### src/rtl/clk_div_pkg.sv
// rtl/clk_div_pkg.sv - shared constants and helpers for the clock divider bank
//
// Contents:
//   MIN_DIV_EVEN / MIN_DIV_ODD : smallest legal divide ratios
//   cnt_width(n)               : counter width for a modulo-n count, never below 1
//   max_int(a, b)              : larger of two integers (lock threshold)
package clk_div_pkg;

  localparam int MIN_DIV_EVEN = 2;
  localparam int MIN_DIV_ODD  = 3;

  function automatic int cnt_width(input int n);
    int w;
    w = $clog2(n);
    return (w < 1) ? 1 : w;
  endfunction

  function automatic int max_int(input int a, input int b);
    return (a > b) ? a : b;
  endfunction

endpackage

### src/rtl/clk_div_mod_counter.sv
// rtl/clk_div_mod_counter.sv - modulo-MOD up counter with wrap flag
//
// Ports:
//   clk_i   in   reference clock (posedge)
//   rst_i   in   asynchronous active-high reset, clears the count
//   cnt_o   out  current count, 0..MOD-1
//   wrap_o  out  high while the count sits at MOD-1 (next posedge returns to 0)
module clk_div_mod_counter
  import clk_div_pkg::*;
#(
  parameter  int MOD = 2,
  localparam int W   = cnt_width(MOD)
) (
  input  logic         clk_i,
  input  logic         rst_i,
  output logic [W-1:0] cnt_o,
  output logic         wrap_o
);

  localparam logic [W-1:0] LAST = W'(MOD - 1);

  logic [W-1:0] cnt_q;
  logic [W-1:0] cnt_d;

  // With MOD == 1 the count is pinned at 0 and wrap_o is permanently high.
  assign wrap_o = (cnt_q == LAST);

  always_comb begin
    cnt_d = cnt_q + W'(1);
    if (wrap_o) begin
      cnt_d = '0;
    end
  end

  always_ff @(posedge clk_i or posedge rst_i) begin
    if (rst_i) begin
      cnt_q <= '0;
    end else begin
      cnt_q <= cnt_d;
    end
  end

  assign cnt_o = cnt_q;

endmodule

### src/rtl/clock_divider_bank.sv
// rtl/clock_divider_bank.sv - fixed /2, even /DIVISOR_EVEN and odd /DIVISOR_ODD clock dividers
//
// Optional feature macro: CLKDIV_LOCK_EN (adds the `locked` output and its lock counter)
//
// Ports:
//   clk                  in   reference clock; posedge everywhere, negedge for the odd half-cycle flop
//   rst                  in   asynchronous active-high reset, clears every flop
//   clk_out_divide_by_2  out  clk/2, 50% duty
//   clk_out_even         out  clk/DIVISOR_EVEN, 50% duty
//   clk_out_odd          out  clk/DIVISOR_ODD, 50% duty (OR of posedge and negedge flops)
//   locked               out  CLKDIV_LOCK_EN only: sticky 1 from posedge max(DIVISOR_EVEN, DIVISOR_ODD)
module clock_divider_bank
  import clk_div_pkg::*;
#(
  parameter int DIVISOR_EVEN = 6,
  parameter int DIVISOR_ODD  = 5
) (
  input  logic clk,
  input  logic rst,
  output logic clk_out_divide_by_2,
  output logic clk_out_even,
`ifdef CLKDIV_LOCK_EN
  output logic clk_out_odd,
  output logic locked
`else
  output logic clk_out_odd
`endif
);

  localparam int EVEN_HALF = DIVISOR_EVEN / 2;
  localparam int EVEN_W    = cnt_width(EVEN_HALF);
  localparam int ODD_W     = cnt_width(DIVISOR_ODD);

  // The posedge flop of the odd path is high for counts below this value;
  // the negedge copy stretches the high phase by the extra half cycle.
  localparam logic [ODD_W-1:0] ODD_HI = ODD_W'((DIVISOR_ODD - 1) / 2);

  // Parameter legality.
  if (DIVISOR_EVEN < MIN_DIV_EVEN || (DIVISOR_EVEN % 2) != 0) begin : g_bad_even
    $error("clock_divider_bank: DIVISOR_EVEN must be even and >= 2");
  end
  if (DIVISOR_ODD < MIN_DIV_ODD || (DIVISOR_ODD % 2) != 1) begin : g_bad_odd
    $error("clock_divider_bank: DIVISOR_ODD must be odd and >= 3");
  end

  // /2 path: bare toggle flop.
  logic div2_q;
  logic div2_d;

  assign div2_d = ~div2_q;

  always_ff @(posedge clk or posedge rst) begin
    if (rst) begin
      div2_q <= 1'b0;
    end else begin
      div2_q <= div2_d;
    end
  end

  // Even path: toggle once every EVEN_HALF posedges.
  logic [EVEN_W-1:0] even_cnt;
  logic              even_wrap;
  logic              even_q;
  logic              even_d;

  clk_div_mod_counter #(
    .MOD (EVEN_HALF)
  ) u_even_cnt (
    .clk_i  (clk),
    .rst_i  (rst),
    .cnt_o  (even_cnt),
    .wrap_o (even_wrap)
  );

  assign even_d = even_q ^ even_wrap;

  always_ff @(posedge clk or posedge rst) begin
    if (rst) begin
      even_q <= 1'b0;
    end else begin
      even_q <= even_d;
    end
  end

  // Odd path: modulo-DIVISOR_ODD count drives a posedge flop; a negedge
  // copy delays its falling edge by half a clock so the OR is 50% duty.
  logic [ODD_W-1:0] odd_cnt;
  logic             odd_wrap;
  logic             odd_pos_q;
  logic             odd_pos_d;
  logic             odd_neg_q;

  clk_div_mod_counter #(
    .MOD (DIVISOR_ODD)
  ) u_odd_cnt (
    .clk_i  (clk),
    .rst_i  (rst),
    .cnt_o  (odd_cnt),
    .wrap_o (odd_wrap)
  );

  assign odd_pos_d = (odd_cnt < ODD_HI);

  always_ff @(posedge clk or posedge rst) begin
    if (rst) begin
      odd_pos_q <= 1'b0;
    end else begin
      odd_pos_q <= odd_pos_d;
    end
  end

  always_ff @(negedge clk or posedge rst) begin
    if (rst) begin
      odd_neg_q <= 1'b0;
    end else begin
      odd_neg_q <= odd_pos_q;
    end
  end

  // Only the wrap of the even counter and the count of the odd counter matter.
  logic unused_cnt_bits;
  assign unused_cnt_bits = ^{even_cnt, odd_wrap};

  assign clk_out_divide_by_2 = div2_q;
  assign clk_out_even        = even_q;
  assign clk_out_odd         = odd_pos_q | odd_neg_q;

`ifdef CLKDIV_LOCK_EN
  // Saturating posedge counter: reaches LOCK_N-1 after LOCK_N-1 edges, so
  // locked rises on posedge LOCK_N and stays up until the next reset.
  localparam int                LOCK_N    = max_int(DIVISOR_EVEN, DIVISOR_ODD);
  localparam int                LOCK_W    = cnt_width(LOCK_N);
  localparam logic [LOCK_W-1:0] LOCK_LAST = LOCK_W'(LOCK_N - 1);

  logic [LOCK_W-1:0] lock_cnt_q;
  logic [LOCK_W-1:0] lock_cnt_d;
  logic              locked_q;
  logic              locked_d;

  always_comb begin
    lock_cnt_d = lock_cnt_q;
    locked_d   = locked_q;
    if (lock_cnt_q == LOCK_LAST) begin
      locked_d = 1'b1;
    end else begin
      lock_cnt_d = lock_cnt_q + LOCK_W'(1);
    end
  end

  always_ff @(posedge clk or posedge rst) begin
    if (rst) begin
      lock_cnt_q <= '0;
      locked_q   <= 1'b0;
    end else begin
      lock_cnt_q <= lock_cnt_d;
      locked_q   <= locked_d;
    end
  end

  assign locked = locked_q;
`endif

endmodule

### config.mk
export PLATFORM = sky130hd
export DESIGN_NAME = clock_divider_bank
export DESIGN_NICKNAME = d
export VERILOG_FILES = /design/src/rtl/clk_div_pkg.sv /design/src/rtl/clk_div_mod_counter.sv /design/src/rtl/clock_divider_bank.sv
export SDC_FILE = /design/constraint.sdc
export NUM_CORES = 1
export LEC_CHECK = 0
export ABC_AREA = 1
export BUFFER_PORTS_ARGS = -buffer_cell sky130_fd_sc_hd__clkbuf_2
export CORE_AREA = 5 5 42 44
export DETAILED_ROUTE_END_ITERATION = 10
export DIE_AREA = 0 0 47 49
export PLACE_DENSITY = 0.45
export SLEW_MARGIN = 30
export SYNTH_ARGS = -nofsm -noshare
export SYNTH_HDL_FRONTEND = slang
export SYNTH_HIERARCHICAL = 1
export SYNTH_SLANG_ARGS = --single-unit
export TNS_END_PERCENT = 50
### constraint.sdc
create_clock -name clk -period 2.4 [get_ports clk]
set_clock_uncertainty 0.1 [all_clocks]
set_input_delay 0.48 -clock clk [delete_from_list [all_inputs] [get_ports clk]]
set_output_delay 0.48 -clock clk [all_outputs]
set_load 0.1 [all_outputs]
==> impl_metrics.json, run 1 <==
{
  "status": "complete, but fails checks",
  "violations": "negative setup slack",
  "cts.sinks": 9,
  "antenna_found_initial": 0,
  "cts.path.max_buffers": 2,
  "ioPinCount": 5,
  "end_kind": "output pin",
  "drive_gt1_share_pct": 28.9,
  "grt_max_degree": 6,
  "layout.nets": 50,
  "gp_congestion": 0.630,
  "die_y_um": 49,
  "drtAntennaViolNets": 0,
  "rr_startpoint": "odd_pos_q",
  "numCtsBuffers": 3,
  "cp.arrival_ns": 2.18,
  "synth_seq_cells": 9,
  "drt_iter0_markers": 2,
  "antennaDiodeCount": 0,
  "min-delay-start": "clk_out_divide_by_2",
  "dpl.hpwl_um": 378,
  "worstPathCellList": "or2_4, buf_12",
  "crit_path_start": "odd_neg_q",
  "drv_cap": 0,
  "insertion_delay_ns": 0.25,
  "initial_core_util_pct": 25.4,
  "htreeDepth": 1,
  "routed_wirelength_um": 473,
  "port_buffers": 4,
  "rsz0062_at_grt": "true",
  "clockRootBuffer": "clkbuf_4",
  "leakage_nw": 0.250,
  "hold_viol": 0,
  "cts.reportedPaths.clkPinSlew_ns": 0.06,
  "yosysUniqueCellTypes": 10,
  "fillers": 157,
  "dieArea_um2": 2300,
  "overflow": 0,
  "drt-wirelength-per-cell_um": 7.75,
  "die_w_um": 47,
  "powerDensity_nw_per_um2": 597,
  "final_area_um2": 450,
  "fp.coreArea_um2": 1400,
  "tns_ns": -0.363,
  "routed-via-count": 225,
  "synth_nets": 40,
  "grt_pass1_wl_um": 931,
  "firstDrtPassIters": 2,
  "syn_area_um2": 357,
  "tightest_slew_ns": 0.538,
  "cts_tree": "done",
  "fin_cells": 61,
  "finalMaxSlewViolations": 0,
  "grt_pass1_vias": 243,
  "avgSynthCellArea_um2": 9.91,
  "startpoint_type": "register",
  "synthCells": 36,
  "worstPathRequired_ns": 1.82,
  "dp.cells": 56,
  "slowest_stage": "dfrtn_1",
  "viasPerCell": 3.69,
  "syn_to_final_growth_pct": 26.3,
  "slew_headroom_pct": 64.3,
  "postCtsSetupBuffers": 0,
  "setup_slack_ns": -0.363,
  "path_class": "register to output pin",
  "synth_warnings": 6,
  "yosysSeqAreaShare_pct": 63.2,
  "dpl_cell_area_um2": 414,
  "utilization_pct": 32.1,
  "drc_errors": 0,
  "p_total_mw": 0.269,
  "ir_drop_v": 0.000260,
  "grt_usage_pct": 6.25,
  "setup_viol": 1,
  "crit_fanout": 1,
  "hp-class": "register to register",
  "rows": 14,
  "slowest_delay_ns": 0.32
}
## cell usage in the layout, fill, tap and decap left out, drive strengths merged
cell and n:
nand2 6, dfrtp 8, ha 2, or2 1, dfrtn 1, buf 1, nor2 7, dlygate4sd3 1
clkbuf 7, inv 11
## worst paths after layout
check                                      endpoint  slack (ns)  cells past startpoint
worst max-delay path                    clk_out_odd       -0.36                      2
worst min-delay path            clk_out_divide_by_2        0.32                      1
worst max register to register            odd_neg_q        0.58                      0
worst min register to register  clk_out_divide_by_2        0.32                      1
max in group asynchronous                 odd_neg_q        0.38                      3
min in group asynchronous       u_even_cnt/cnt_o[0]        0.53                      3
## layout make-up
class	instances	area (µm²)	area share, %
multi-input cells	16	92.6	20.6
clock buffers	4	26.3	5.83
flip-flops and latches	9	225	50.0
inverters	11	41.3	9.17
repair buffers	5	45.0	10.0
well taps	16	20.0	4.44
## logic make-up (layout without fill, tap and decap cells)
group / Yosys count / in the layout / synth area share [%]
buffers and inverters: 11 / 20 / 11.6
AND/OR/NAND/NOR: 14 / 14 / 18.2
adder cells (fa/ha/maj): 2 / 2 / 7.02
flip-flops: 9 / 9 / 63.2
## per-stage QoR
stage / hold slack [ns] / setup slack (ns)
global route: 0.339 / -0.400
finish: 0.318 / -0.363
CTS: 0.326 / -0.378
global placement: 0.244 / -0.0797
floorplan: 0.121 / -0.0424
detailed placement: 0.247 / -0.0846
## what timing repair did
item	in CTS	in global routing
gates resized for setup	0	0
endpoints found under the setup margin	1	1
hold buffers	1	0
endpoints found under the hold margin	5	0
## cell usage after synthesis (all sizes together)
library cell	instances	area, µm²
dfrtp	8	200
nor2	7	31.3
nand2	6	27.5
dfrtn	1	25.0
or2	1	6.26
ha	2	25.0
inv	11	41.3
## per-layer routing
| metal | up-vias | wire length [µm] | track usage, % |
|---|---|---|---|
| met5 | - | 0 | 0 |
| met4 | 0 | 10 | 4.15 |
| met3 | 2 | 50 | 6.64 |
| met2 | 7 | 210 | 7.47 |
| met1 | 99 | 201 | 6.31 |
| li1 | 117 | - | - |
## critical path: cells and delay by family (launching register included)
family | cells | cell delay (ns)
buffers and inverters | 1 | 0.16
DFF | 1 | 0.32
and+or+nand+nor | 1 | 0.23
## power breakdown
group | leakage [nW] | switching [mW] | internal [mW]
logic | 0.123 | 0.00354 | 0.00200
clock network | 0.0150 | 0.0476 | 0.0637
registers | 0.112 | 0 | 0.152
## sequential cells by signal (all words and copies together) (netlist names)
register,flops
u_odd_cnt/cnt_o,3
odd_pos_q,1
u_even_cnt/cnt_o,2
clk_out_even,1
odd_neg_q,1
clk_out_divide_by_2,1
Note: power is estimated with default switching activity, not from simulation.
==> run 2: changes to the inputs <==
Settings changed: ABC_AREA 1 to unset, GPL_TIMING_DRIVEN set to 0, PLACE_DENSITY 0.45 to 0.44.
==> impl_metrics.json, run 2 <==
{
  "clockRootBuffer": "clkbuf_4",
  "setup_viol": 1,
  "synth_edf_count": 0,
  "antenna_found_initial": 0,
  "crit_fanout": 1,
  "cts.path.max_buffers": 2,
  "drtAntennaViolNets": 0,
  "worstPathRequired_ns": 1.82,
  "die_y_um": 49,
  "layout.nets": 41,
  "yosys.area.top_type": "dfrtp_1",
  "final_common_cell": "dfrtp_1",
  "ioPinCount": 5,
  "synth_nets": 31,
  "syn_to_final_growth_pct": 28.9,
  "hp-class": "register to register",
  "drive_gt1_share_pct": 30.6,
  "setup_slack_ns": -0.391,
  "syn_area_um2": 342,
  "end_kind": "output pin",
  "regArea_um2": 225,
  "synthFlopType": "dfrtp_1",
  "routed_wirelength_um": 482,
  "slew_headroom_pct": 64.1,
  "drv_cap": 0,
  "finalMaxSlewViolations": 0,
  "synth_warnings": 6,
  "pwr-share-clk_pct": 41.7,
  "avgSynthCellArea_um2": 12.7,
  "leakage_nw": 0.242,
  "rows": 14,
  "cts.reportedPaths.clkPinSlew_ns": 0.06,
  "p_int_mw": 0.218,
  "dieArea_um2": 2300,
  "netlist_top_cells_count": "dfrtp_1 (8), inv_1 (6), ha_1 (2), nor2_1 (2)",
  "rsz0062_at_grt": "true",
  "postCtsSetupBuffers": 0,
  "status": "complete, but fails checks",
  "drt_iter0_markers": 1,
  "antennaDiodeCount": 0,
  "grt_pass1_wl_um": 876,
  "grt_usage_pct": 5.33,
  "p_sw_share_pct": 19.4,
  "firstDrtPassIters": 2,
  "fp.coreArea_um2": 1400,
  "htreeDepth": 1,
  "hold_slack_ns": 0.320,
  "seq_power_share_pct": 56.2,
  "ys_top_cells_by_area": "dfrtp_1 (59%), dfrtn_1 (7.3%), ha_1 (7.3%)",
  "gp_congestion": 0.638,
  "numCtsBuffers": 3,
  "powerDensity_nw_per_um2": 613,
  "grt_max_degree": 6,
  "insertion_delay_ns": 0.25,
  "startpoint_type": "register",
  "fillers": 158,
  "yosysSeqAreaShare_pct": 65.9,
  "path_class": "register to output pin",
  "yosysMostFrequentCell": "dfrtp_1",
  "hold_viol": 0,
  "utilization_pct": 31.4,
  "cts_tree": "done",
  "violations": "negative setup slack",
  "cts.sinks": 9,
  "p_total_mw": 0.270,
  "ys_async_sr_fraction_pct": 100,
  "netSwitchingPower_mw": 0.0524,
  "yosysUniqueCellTypes": 13,
  "drc_errors": 0,
  "largest_register_ffs": 3,
  "routed-via-count": 197,
  "port_buffers": 4,
  "grt_pass1_vias": 225,
  "synth_top_area_share_pct": 58.6,
  "die_w_um": 47,
  "viasPerCell": 3.79,
  "drt-wirelength-per-cell_um": 9.27,
  "synth_seq_cells": 9,
  "cp.arrival_ns": 2.21,
  "tightest_slew_ns": 0.542,
  "layout_common_cells": "dfrtp_1 (8), inv_1 (6), clkbuf_4 (3), clkbuf_2 (3)",
  "ir_drop_v": 0.000169,
  "initial_core_util_pct": 24.4,
  "overflow": 0,
  "multi_input_area_um2": 96.3,
  "power_frac_comb_pct": 2.0,
  "synthCells": 27
}
## run 2: final timing paths
kind / from / end / slack, ns / cells after the start
setup / recovery: odd_neg_q / clk_out_odd / -0.39 / 2
hold / removal: clk_out_divide_by_2 / clk_out_divide_by_2 / 0.32 / 1
setup reg to reg: odd_pos_q / odd_neg_q / 0.57 / 0
hold reg to reg: clk_out_divide_by_2 / clk_out_divide_by_2 / 0.32 / 1
max in group asynchronous: rst / odd_neg_q / 0.38 / 3
min in group asynchronous: rst / u_even_cnt/cnt_o[0] / 0.53 / 3
## run 2: cell type report
cell class	count	area share, %
tap	16	4.55
inverter	6	5.11
timing repair buffer	5	11.4
multi-input combinational	12	21.9
clock buffer	4	5.97
sequential	9	51.1
## run 2: repair_timing
item,CTS,global route
hold buffers,1,0
endpoints found under the setup margin,1,1
gates resized for setup,3,0
hold endpoints to repair,5,0
pin swaps,0,0
## run 2: kinds of logic after synthesis
group                    after synthesis  synth area share, %
flip-flops                             9                 65.9
AND/OR/NAND/NOR                        8                 14.7
buffers and inverters                  6                 6.59
adder cells (fa/ha/maj)                2                 7.32
XOR/XNOR                               1                 2.56
multiplexers                           1                 2.93
## run 2: per-layer routing
| layer | wire [µm] | share of wire [%] | GRT usage [%] | vias up |
|---|---|---|---|---|
| li1 | - | - | - | 97 |
| met3 | 31 | 6.4 | 3.32 | 0 |
| met4 | 0 | 0 | 2.76 | 0 |
| met5 | 0 | 0 | 0 | - |
| met1 | 201 | 42 | 6.11 | 96 |
| met2 | 249 | 52 | 7.47 | 4 |
## run 2: power groups by stage
stage | clock network, mW | registers [mW] | logic (mW)
floorplan | 0 | 0.155 | 0.00264
global placement | 0 | 0.155 | 0.00431
detailed placement | 0 | 0.155 | 0.00456
CTS | 0.120 | 0.152 | 0.00594
global route | 0.127 | 0.152 | 0.00653
finish | 0.113 | 0.152 | 0.00553
## run 2: metrics by stage
stage / setup TNS [ns] / cell area (µm²) / setup slack, ns / std cells
6_report: -0.391 / 440 / -0.391 / 52
5_1_grt: -0.429 / 440 / -0.429 / 52
4_1_cts: -0.409 / 440 / -0.409 / 52
3_5_place_dp: -0.300 / 384 / -0.300 / 47
3_3_place_gp: -0.288 / 384 / -0.288 / 47
2_1_floorplan: -0.0424 / 344 / -0.0424 / 27
## run 2: critical path, stage by stage (launching register included)
cell and delay [ns]:
dfrtn_1 0.32, or2_4 0.23, clkbuf_16 0.19
